$ cat config.mk
export PLATFORM = sky130hd
export DESIGN_NAME = ins_cache_flat
export DESIGN_NICKNAME = d
export VERILOG_FILES = /design/src/rtl/ins_cache_if.sv /design/src/rtl/ins_cache.sv /design/src/flat_wrapper.sv
export SDC_FILE = /design/constraint.sdc
export NUM_CORES = 1
export LEC_CHECK = 0
export CORE_ASPECT_RATIO = 2
export CORE_MARGIN = 2
export CORE_UTILIZATION = 45
export CTS_CLUSTER_SIZE = 14
export DETAILED_ROUTE_END_ITERATION = 8
export GPL_TIMING_DRIVEN = 0
export PLACE_DENSITY = 0.7
export SLEW_MARGIN = 20
export SYNTH_ARGS = -nofsm -noshare
export SYNTH_HDL_FRONTEND = slang
export SYNTH_SLANG_ARGS = --single-unit
$ cat constraint.sdc
create_clock -name clk -period 9.3 [get_ports clk]
set_input_delay 0.93 -clock clk [delete_from_list [all_inputs] [get_ports clk]]
set_output_delay 0.93 -clock clk [all_outputs]
set_load 0.005 [all_outputs]
$ cat src/rtl/ins_cache_if.sv
// Fetch-side and memCtr-side signals of the instruction cache.
// The slave modport is the cache. The master modport is its environment (fetch stage plus memCtr).
interface ins_cache_if;
    logic        if_req;
    logic [31:0] if_pc;
    logic        if_valid;
    logic [31:0] if_ins;
    logic        mem_fetch_sig;
    logic [31:0] mem_fetch_addr;
    logic        mem_fetch_done;
    logic [63:0] mem_fetch_data;

    modport master (
        output if_req, if_pc, mem_fetch_done, mem_fetch_data,
        input  if_valid, if_ins, mem_fetch_sig, mem_fetch_addr
    );

    modport slave (
        input  if_req, if_pc, mem_fetch_done, mem_fetch_data,
        output if_valid, if_ins, mem_fetch_sig, mem_fetch_addr
    );
endinterface

$ cat src/rtl/ins_cache.sv
// Direct-mapped, read-only instruction cache with 64-bit lines.
// A miss refills one line from memCtr over a sig/done handshake.
module ins_cache #(
    parameter int unsigned INDEX_BITS = 4
) (
    input  logic        clk,
    input  logic        rst,
    input  logic        rdy,
    input  logic        clear,
    ins_cache_if.slave  bus
);
    localparam int unsigned LINES = 1 << INDEX_BITS;
    localparam int unsigned TAG_W = 29 - INDEX_BITS;

    typedef enum logic {IDLE, MISS} state_e;

    state_e             state_q, state_d;
    logic               if_valid_q, if_valid_d;
    logic [31:0]        if_ins_q, if_ins_d;
    logic               sig_q, sig_d;
    logic [31:0]        addr_q, addr_d;
    logic [31:2]        miss_pc_q, miss_pc_d;

    logic [LINES-1:0]   valid_q;
    logic [TAG_W-1:0]   tag_q  [LINES];
    logic [63:0]        data_q [LINES];

    logic                  fill_we_c;
    logic [INDEX_BITS-1:0] req_idx_c, fill_idx_c;
    logic [TAG_W-1:0]      req_tag_c;
    logic [63:0]           rd_line_c;
    logic                  hit_c;

    assign req_idx_c  = bus.if_pc[3 +: INDEX_BITS];
    assign req_tag_c  = bus.if_pc[31 -: TAG_W];
    assign fill_idx_c = miss_pc_q[3 +: INDEX_BITS];
    assign rd_line_c  = data_q[req_idx_c];
    assign hit_c      = valid_q[req_idx_c] && (tag_q[req_idx_c] == req_tag_c);

    // Next state. The cycle where if_valid is already high acks the held request.
    always_comb begin
        state_d    = state_q;
        if_valid_d = 1'b0;
        if_ins_d   = if_ins_q;
        sig_d      = sig_q;
        addr_d     = addr_q;
        miss_pc_d  = miss_pc_q;
        fill_we_c  = 1'b0;
        if (rdy) begin
            case (state_q)
                IDLE: begin
                    if (!clear && bus.if_req && !if_valid_q) begin
                        if (hit_c) begin
                            if_valid_d = 1'b1;
                            if_ins_d   = bus.if_pc[2] ? rd_line_c[63:32] : rd_line_c[31:0];
                        end else begin
                            sig_d     = 1'b1;
                            addr_d    = {bus.if_pc[31:3], 3'b000};
                            miss_pc_d = bus.if_pc[31:2];
                            state_d   = MISS;
                        end
                    end
                end
                MISS: begin
                    // A completed line is always kept, even when clear discards the result.
                    if (bus.mem_fetch_done) begin
                        fill_we_c = 1'b1;
                        sig_d     = 1'b0;
                        state_d   = IDLE;
                        if (!clear) begin
                            if_valid_d = 1'b1;
                            if_ins_d   = miss_pc_q[2] ? bus.mem_fetch_data[63:32]
                                                      : bus.mem_fetch_data[31:0];
                        end
                    end else if (clear) begin
                        sig_d   = 1'b0;
                        addr_d  = 32'(0);
                        state_d = IDLE;
                    end
                end
                default: state_d = IDLE;
            endcase
        end
    end

    always_ff @(posedge clk or posedge rst) begin
        if (rst) begin
            state_q    <= IDLE;
            if_valid_q <= 1'b0;
            if_ins_q   <= 32'(0);
            sig_q      <= 1'b0;
            addr_q     <= 32'(0);
            miss_pc_q  <= 30'(0);
            valid_q    <= '0;
        end else begin
            state_q    <= state_d;
            if_valid_q <= if_valid_d;
            if_ins_q   <= if_ins_d;
            sig_q      <= sig_d;
            addr_q     <= addr_d;
            miss_pc_q  <= miss_pc_d;
            if (fill_we_c) valid_q[fill_idx_c] <= 1'b1;
        end
    end

    // Tag and data storage needs no reset; the valid bits gate every lookup.
    always_ff @(posedge clk) begin
        if (fill_we_c) begin
            tag_q[fill_idx_c]  <= miss_pc_q[31 -: TAG_W];
            data_q[fill_idx_c] <= bus.mem_fetch_data;
        end
    end

    assign bus.if_valid       = if_valid_q;
    assign bus.if_ins         = if_ins_q;
    assign bus.mem_fetch_sig  = sig_q;
    assign bus.mem_fetch_addr = addr_q;
endmodule

$ cat src/flat_wrapper.sv
// flat-port wrapper written by rule: the top's interface ports become plain ports
module ins_cache_flat 
#(
    parameter int unsigned INDEX_BITS = 4
)
  (clk, rst, rdy, clear, bus_if_req, bus_if_pc, bus_mem_fetch_done, bus_mem_fetch_data, bus_if_valid, bus_if_ins, bus_mem_fetch_sig, bus_mem_fetch_addr);
  ins_cache_if bus_i ();
  input  logic clk;
  input  logic rst;
  input  logic rdy;
  input  logic clear;
  input wire logic [$bits(bus_i.if_req)-1:0] bus_if_req;
  input wire logic [$bits(bus_i.if_pc)-1:0] bus_if_pc;
  input wire logic [$bits(bus_i.mem_fetch_done)-1:0] bus_mem_fetch_done;
  input wire logic [$bits(bus_i.mem_fetch_data)-1:0] bus_mem_fetch_data;
  output wire logic [$bits(bus_i.if_valid)-1:0] bus_if_valid;
  output wire logic [$bits(bus_i.if_ins)-1:0] bus_if_ins;
  output wire logic [$bits(bus_i.mem_fetch_sig)-1:0] bus_mem_fetch_sig;
  output wire logic [$bits(bus_i.mem_fetch_addr)-1:0] bus_mem_fetch_addr;
  assign bus_i.if_req = bus_if_req;
  assign bus_i.if_pc = bus_if_pc;
  assign bus_i.mem_fetch_done = bus_mem_fetch_done;
  assign bus_i.mem_fetch_data = bus_mem_fetch_data;
  assign bus_if_valid = bus_i.if_valid;
  assign bus_if_ins = bus_i.if_ins;
  assign bus_mem_fetch_sig = bus_i.mem_fetch_sig;
  assign bus_mem_fetch_addr = bus_i.mem_fetch_addr;
  ins_cache #(.INDEX_BITS(INDEX_BITS)) u_core (.clk(clk), .rst(rst), .rdy(rdy), .clear(clear), .bus(bus_i));
endmodule
## Yosys cells after proc, flatten, opt, wreduce, memory -nomap -nowiden

Memory sizes are Yosys's and may differ from the RTL's.
Index checks and enable logic that the tools add are counted.

- Multiplexer cells: 36
- Reduce and logical (&&, ||, !) cells: 10
- Bitwise gates (word level): 3
- $lt $le $gt $ge: 3
- Eq/ne operators: 9

Operator list:

| cell | count |
|---|---|
| $mux 32 | 10 |
| $pmux 32 s2 | 2 |
| $eq 25x25->1 | 1 |
| $mux 1 | 19 |
| $or 16x16->16 | 1 |
| $lt 4x5->1 const B | 2 |
| $ne 2x2->1 const B | 5 |
| $reduce_and 5->1 | 2 |
| $reduce_and 4->1 | 2 |
| $pmux 1 s2 | 3 |
| $bmux 1 s4 | 1 |
| $demux 1 s4 | 1 |
| $ge 4x1->1 const B | 1 |
| $logic_and 1x1->1 | 4 |
| $ne 2x1->1 const B | 2 |
| $ne 3x3->1 const B | 1 |
| $logic_not 1->1 | 2 |
| $not 1->1 | 2 |

- Input port bits: 102
- Logic and storage cells: 70
- RAM bits: 1424
- Bits in registers: 113
- Memories: 2
- Output and inout bits: 66

Memories:

| memory | depth | bits a word | rd ports | clocked after Yosys merged registers in | write ports | RTL line | text |
|---|---|---|---|---|---|---|---|
| u_core.data_q | 16 | 64 | 1 | 0 | 1 | ins_cache.sv:26 | `logic [63:0] data_q [LINES];` |
| u_core.tag_q | 16 | 25 | 1 | 0 | 1 | ins_cache.sv:25 | `logic [TAG_W-1:0] tag_q [LINES];` |

## Depth between registers and ports, before layout

- Depth in word-level cells: 7
- Gate-level depth with buffers: 16
- Gate-level depth less buffers: 9

## Least setup slack after synthesis

OpenSTA, ideal clock, no wires.

- Kind: input -> register
- Start point: input bus_mem_fetch_done
- End point: register u_core.valid_q[0]
- Library setup time: 0.103 ns
- Data required time: 9.197 ns
- Stages on the path: 4
- Path slack: 1.091 ns
- Arrival: 8.106 ns
- Buffers on the path: 0
- Path through: nand3_1 > or3_1 > nor3_1 > or2_2

- Word-level cells in the longest chain between the ends: 3

RTL lines:

| item | RTL line | text |
|---|---|---|
| from (decl) | flat_wrapper.sv:14 | `input wire logic [$bits(bus_i.mem_fetch_done)-1:0] bus_mem_fetch_done;` |
| $mux 1 | ins_cache.sv:66 | `if (bus.mem_fetch_done) begin` |
| $mux 1 | ins_cache.sv:50 | `case (state_q)` |
| $mux 1 | ins_cache.sv:49 | `if (rdy) begin` |
| to (signal assigned) | ins_cache.sv:94 | `valid_q <= '0;` |
| to (signal, indexed assignment) | ins_cache.sv:102 | `if (fill_we_c) valid_q[fill_idx_c] <= 1'b1;` |
| to (decl) | ins_cache.sv:24 | `logic [LINES-1:0] valid_q;` |

No other way between the ends.
A chain may end at the register's enable or synchronous reset.

## Final worst setup path

- Start point: input bus_if_pc[4]
- End point: register u_core.if_ins_q[4] (netlist: u_core.bus.if_ins[4])

- Word-level cells in the longest chain between the ends: 5
- Elaborated cells on any way between the ends: 12
- Those cells by class: eq/ne (2); mux (6); reduce/logical (2); memory (2)

RTL lines:

| item | RTL line | text |
|---|---|---|
| from (decl) | flat_wrapper.sv:13 | `input wire logic [$bits(bus_i.if_pc)-1:0] bus_if_pc;` |
| $mem_v2 16x25 (tied with other cells) | -- |  |
| $eq 25x25->1 (tied with other cells) | ins_cache.sv:38 | `assign hit_c = valid_q[req_idx_c] && (tag_q[req_idx_c] == req_tag_c);` |
| $logic_and 1x1->1 or $mux 32 (tied branches) | ins_cache.sv:38, ins_cache.sv:53 |  |
| $ne 2x1->1 (no source line) or $mux 32 (tied branches) | -- |  |
| $reduce_and 5->1 (no source line) or $pmux 32 s2 (tied branches) | -- |  |
| to (signal assigned) | ins_cache.sv:90 | `if_ins_q <= 32'(0);` |
| to (signal assigned) | ins_cache.sv:98 | `if_ins_q <= if_ins_d;` |
| to (decl) | ins_cache.sv:19 | `logic [31:0] if_ins_q, if_ins_d;` |

Several ways; a longest one is shown, not always the timed one. The select of a mux whose other input is x is not followed.

==> flow_summary.toml <==
[power]
power.internal_w = 0.0114
ir_drop_mv = 0.265
p_per_area_nw_per_um2 = 210
p_sw_w = 0.00328
pwr-share-clk = 0.366
combPwrFrac = 0.084
switching_share = 0.223
finalPower_w = 0.0147
seqPwrFrac = 0.549
total_leakage_power_nw = 23.0

[global_routing]
first_global_vias = 30200
grt_pass1_wl_um = 215000
grt-ovfl-total = 0
globalRouteTotalUtil = 0.223
antenna_found_initial = 8
grt_max_degree = 62

[min_path]
min_from = "u_core.valid_q[8]$_DFFE_PP0P_"
hold_depth = 1
hold_path_class = "reg2reg"

[cts]
path_clk_slew_ns = 0.06
cts_tree = "yes"
cts_buffer_depth = 3
htree_levels = 4
clk-insertion-delay-late_ns = 0.78
cts_resized = 0
ctsRootBufferMaster = "clkbuf_16"
post_cts.repair.setup_buffers = 0
numCtsBuffers = 138
cts_sinks = 1534
hold_buffers = 0

[synthesis]
avgSynthCellArea_um2 = 22.6
ys.flop_type = "edfxtp_1"
synthArstFlopShare = 0.0717
ys_ff_latch = 1534
yosysSeqAreaShare = 0.763
synth.area.top_cells = "edfxtp_1 (72%), mux4_2 (15%), dfrtp_1 (4.6%)"
synth_cell_types = 54
synth_cells = 2636
synth_area_um2 = 59600
synth_edf_count = 1424
synth.top_cell.area_share = 0.717
synth.largest_area_cell = "edfxtp_1"
ys_warn_count = 0

[setup_path]
startpoint_type = "input pin"
critPathKind = "in2reg"
rr_worst_depth = 9
reg2reg_from = "u_core.tag_q[15][0]$_DFFE_PP_"
crit_arrival_ns = 6.33
critPathRequiredTime_ns = 9.94
crit_fanout = 10
cp-end-kind = "flop"
crit_start = "bus_if_pc[4]"

[drt]
firstDrtPassIters = 6
drt-initial-drc-count = 3554
drc = 0
vias = 29600
viasPerCell = 6.05
wl_um = 149000
ant_nets = 0
wl_per_cell_um = 30.5

[place]
port_buffers = 159
pre_cts_slack_ns = 2.60
place_congestion = 0.749
dp_hpwl_um = 96600
dp.cells = 4648

[timing]
slew_headroom = 0.165
worstMarginPinSlew_ns = 1.25
maxSlewViolCount = 0
fin_skew_ns = 0.0272
holdWs_ns = 0.465
fin_crit_sh = 0.613
post-route-min-period_ns = 5.70
fmaxAchievable_mhz = 175
final-hold-violation-count = 0
setup_violations = 0
rsz0062_at_grt = "false"
fin_tns_setup_ns = 0
worst_slack_ns = 3.60

[flow_run]
drv_cap = 0

[final_layout]
mostFrequentLayoutCells = "edfxtp_1 (1424), mux4_2 (386), clkdlybuf4s50_1 (159), clkbuf_16 (142), mux2i_1 (126)"
nNetsFinal = 3171
syn_to_final_growth_pct = 17.4
final_cells = 4892
layout_commonest_cell = "edfxtp_1"
post_route_cells_drive_above_1_share = 0.274

[die]
io_pins = 168
die_h_um = 519
die_area_um2 = 136000
rows = 189
die_x_um = 261
initial_utilization = 0.452
core_area_um2 = 132000

[outcome]
outcome = "complete, no violations"
[worst max-delay path, cell delays in order]
cell and delay, ns:
buf_2 0.19, buf_2 0.29, buf_2 0.32, buf_2 0.39
buf_2 0.46, mux4_2 0.38, a22oi_1 0.16, nand2_1 0.12
xnor2_1 0.14, nor4_1 0.47, nand4_1 0.64, o31ai_4 1.13
buf_6 0.32, mux2_1 0.35
[per-layer routing]
layer,vias up,track usage,routed length [µm]
li1,12000,-,-
met4,12,0.0539,3220
met2,1673,0.359,73600
met1,15700,0.310,58000
met3,219,0.0504,14200
met5,-,0,73
[area by class of cell]
cell class	count	area [µm²]
Fill cell	9871	62000
Sequential cell	1534	45500
Multi-Input combinational cell	932	13400
Timing Repair Buffer	291	3880
Clock buffer	186	3720
Tap cell	1719	2150
Buffer	141	757
Clock inverter	56	465
Inverter	31	124
Antenna cell	2	5.00
[flip-flops by register name (all words and copies together) (netlist names)]
name / cells
u_core.data_q: 1024
u_core.bus.mem_fetch_sig: 1
u_core.valid_q: 16
u_core.bus.if_valid: 1
u_core.miss_pc_q: 30
u_core.tag_q: 400
u_core.bus.mem_fetch_addr: 29
u_core.bus.if_ins: 32
u_core.state_q: 1
[cell usage after synthesis (all sizes together), types with 4 or more instances]
library cell	count
nor3	10
clkbuf	56
nand3	9
a22o	7
or2	17
a22oi	17
mux4	403
mux2i	126
inv	30
o211ai	4
and2	33
a21oi	37
nor2	24
buf	85
nand2	60
and3	4
mux2	62
a221oi	8
a211oi	33
edfxtp	1424
xnor2	34
dfrtp	110
o21ai	9
[logic make-up (layout without fill, tap and decap cells)]
kind of cell    count (synthesis)  after routing  synth area share
flops                        1534           1534             0.763
mux                           591            591             0.187
simple gates                  177            177            0.0149
buf+inv                       172            705            0.0144
compound gates                127            127            0.0151
xor+xnor                       34             34           0.00499
other cells                     1              5         0.0000629
[power groups by stage]
stage | registers, W | clock network, W | logic [W]
after floorplan | 0.00816 | 0 | 0.000637
after global placement | 0.00820 | 0 | 0.00119
after detailed placement | 0.00821 | 0 | 0.00124
after CTS | 0.00807 | 0.00545 | 0.00125
after global routing | 0.00810 | 0.00569 | 0.00132
final | 0.00807 | 0.00538 | 0.00124
[final timing paths]
path | to | slack, ns
setup / recovery | u_core.bus.if_ins[4]$_DFFE_PP0P_ | 3.60
max in group asynchronous | u_core.bus.if_ins[17]$_DFFE_PP0P_ | 8.01
hold reg to reg | u_core.valid_q[8]$_DFFE_PP0P_ | 0.46
min in group asynchronous | u_core.bus.mem_fetch_addr[4]$_DFFE_PP0P_ | 0.56
setup reg to reg | u_core.bus.if_ins[4]$_DFFE_PP0P_ | 4.73
hold / removal | u_core.valid_q[8]$_DFFE_PP0P_ | 0.46
[metrics by stage]
step | utilization | cell area (µm²)
2_1_floorplan | - | 59600
3_3_place_gp | 0.480 | 63400
3_5_place_dp | 0.499 | 65800
4_1_cts | 0.530 | 70000
5_1_grt | 0.530 | 70000
6_report | 0.530 | 70000
Note: power is estimated with default switching activity, not from simulation.
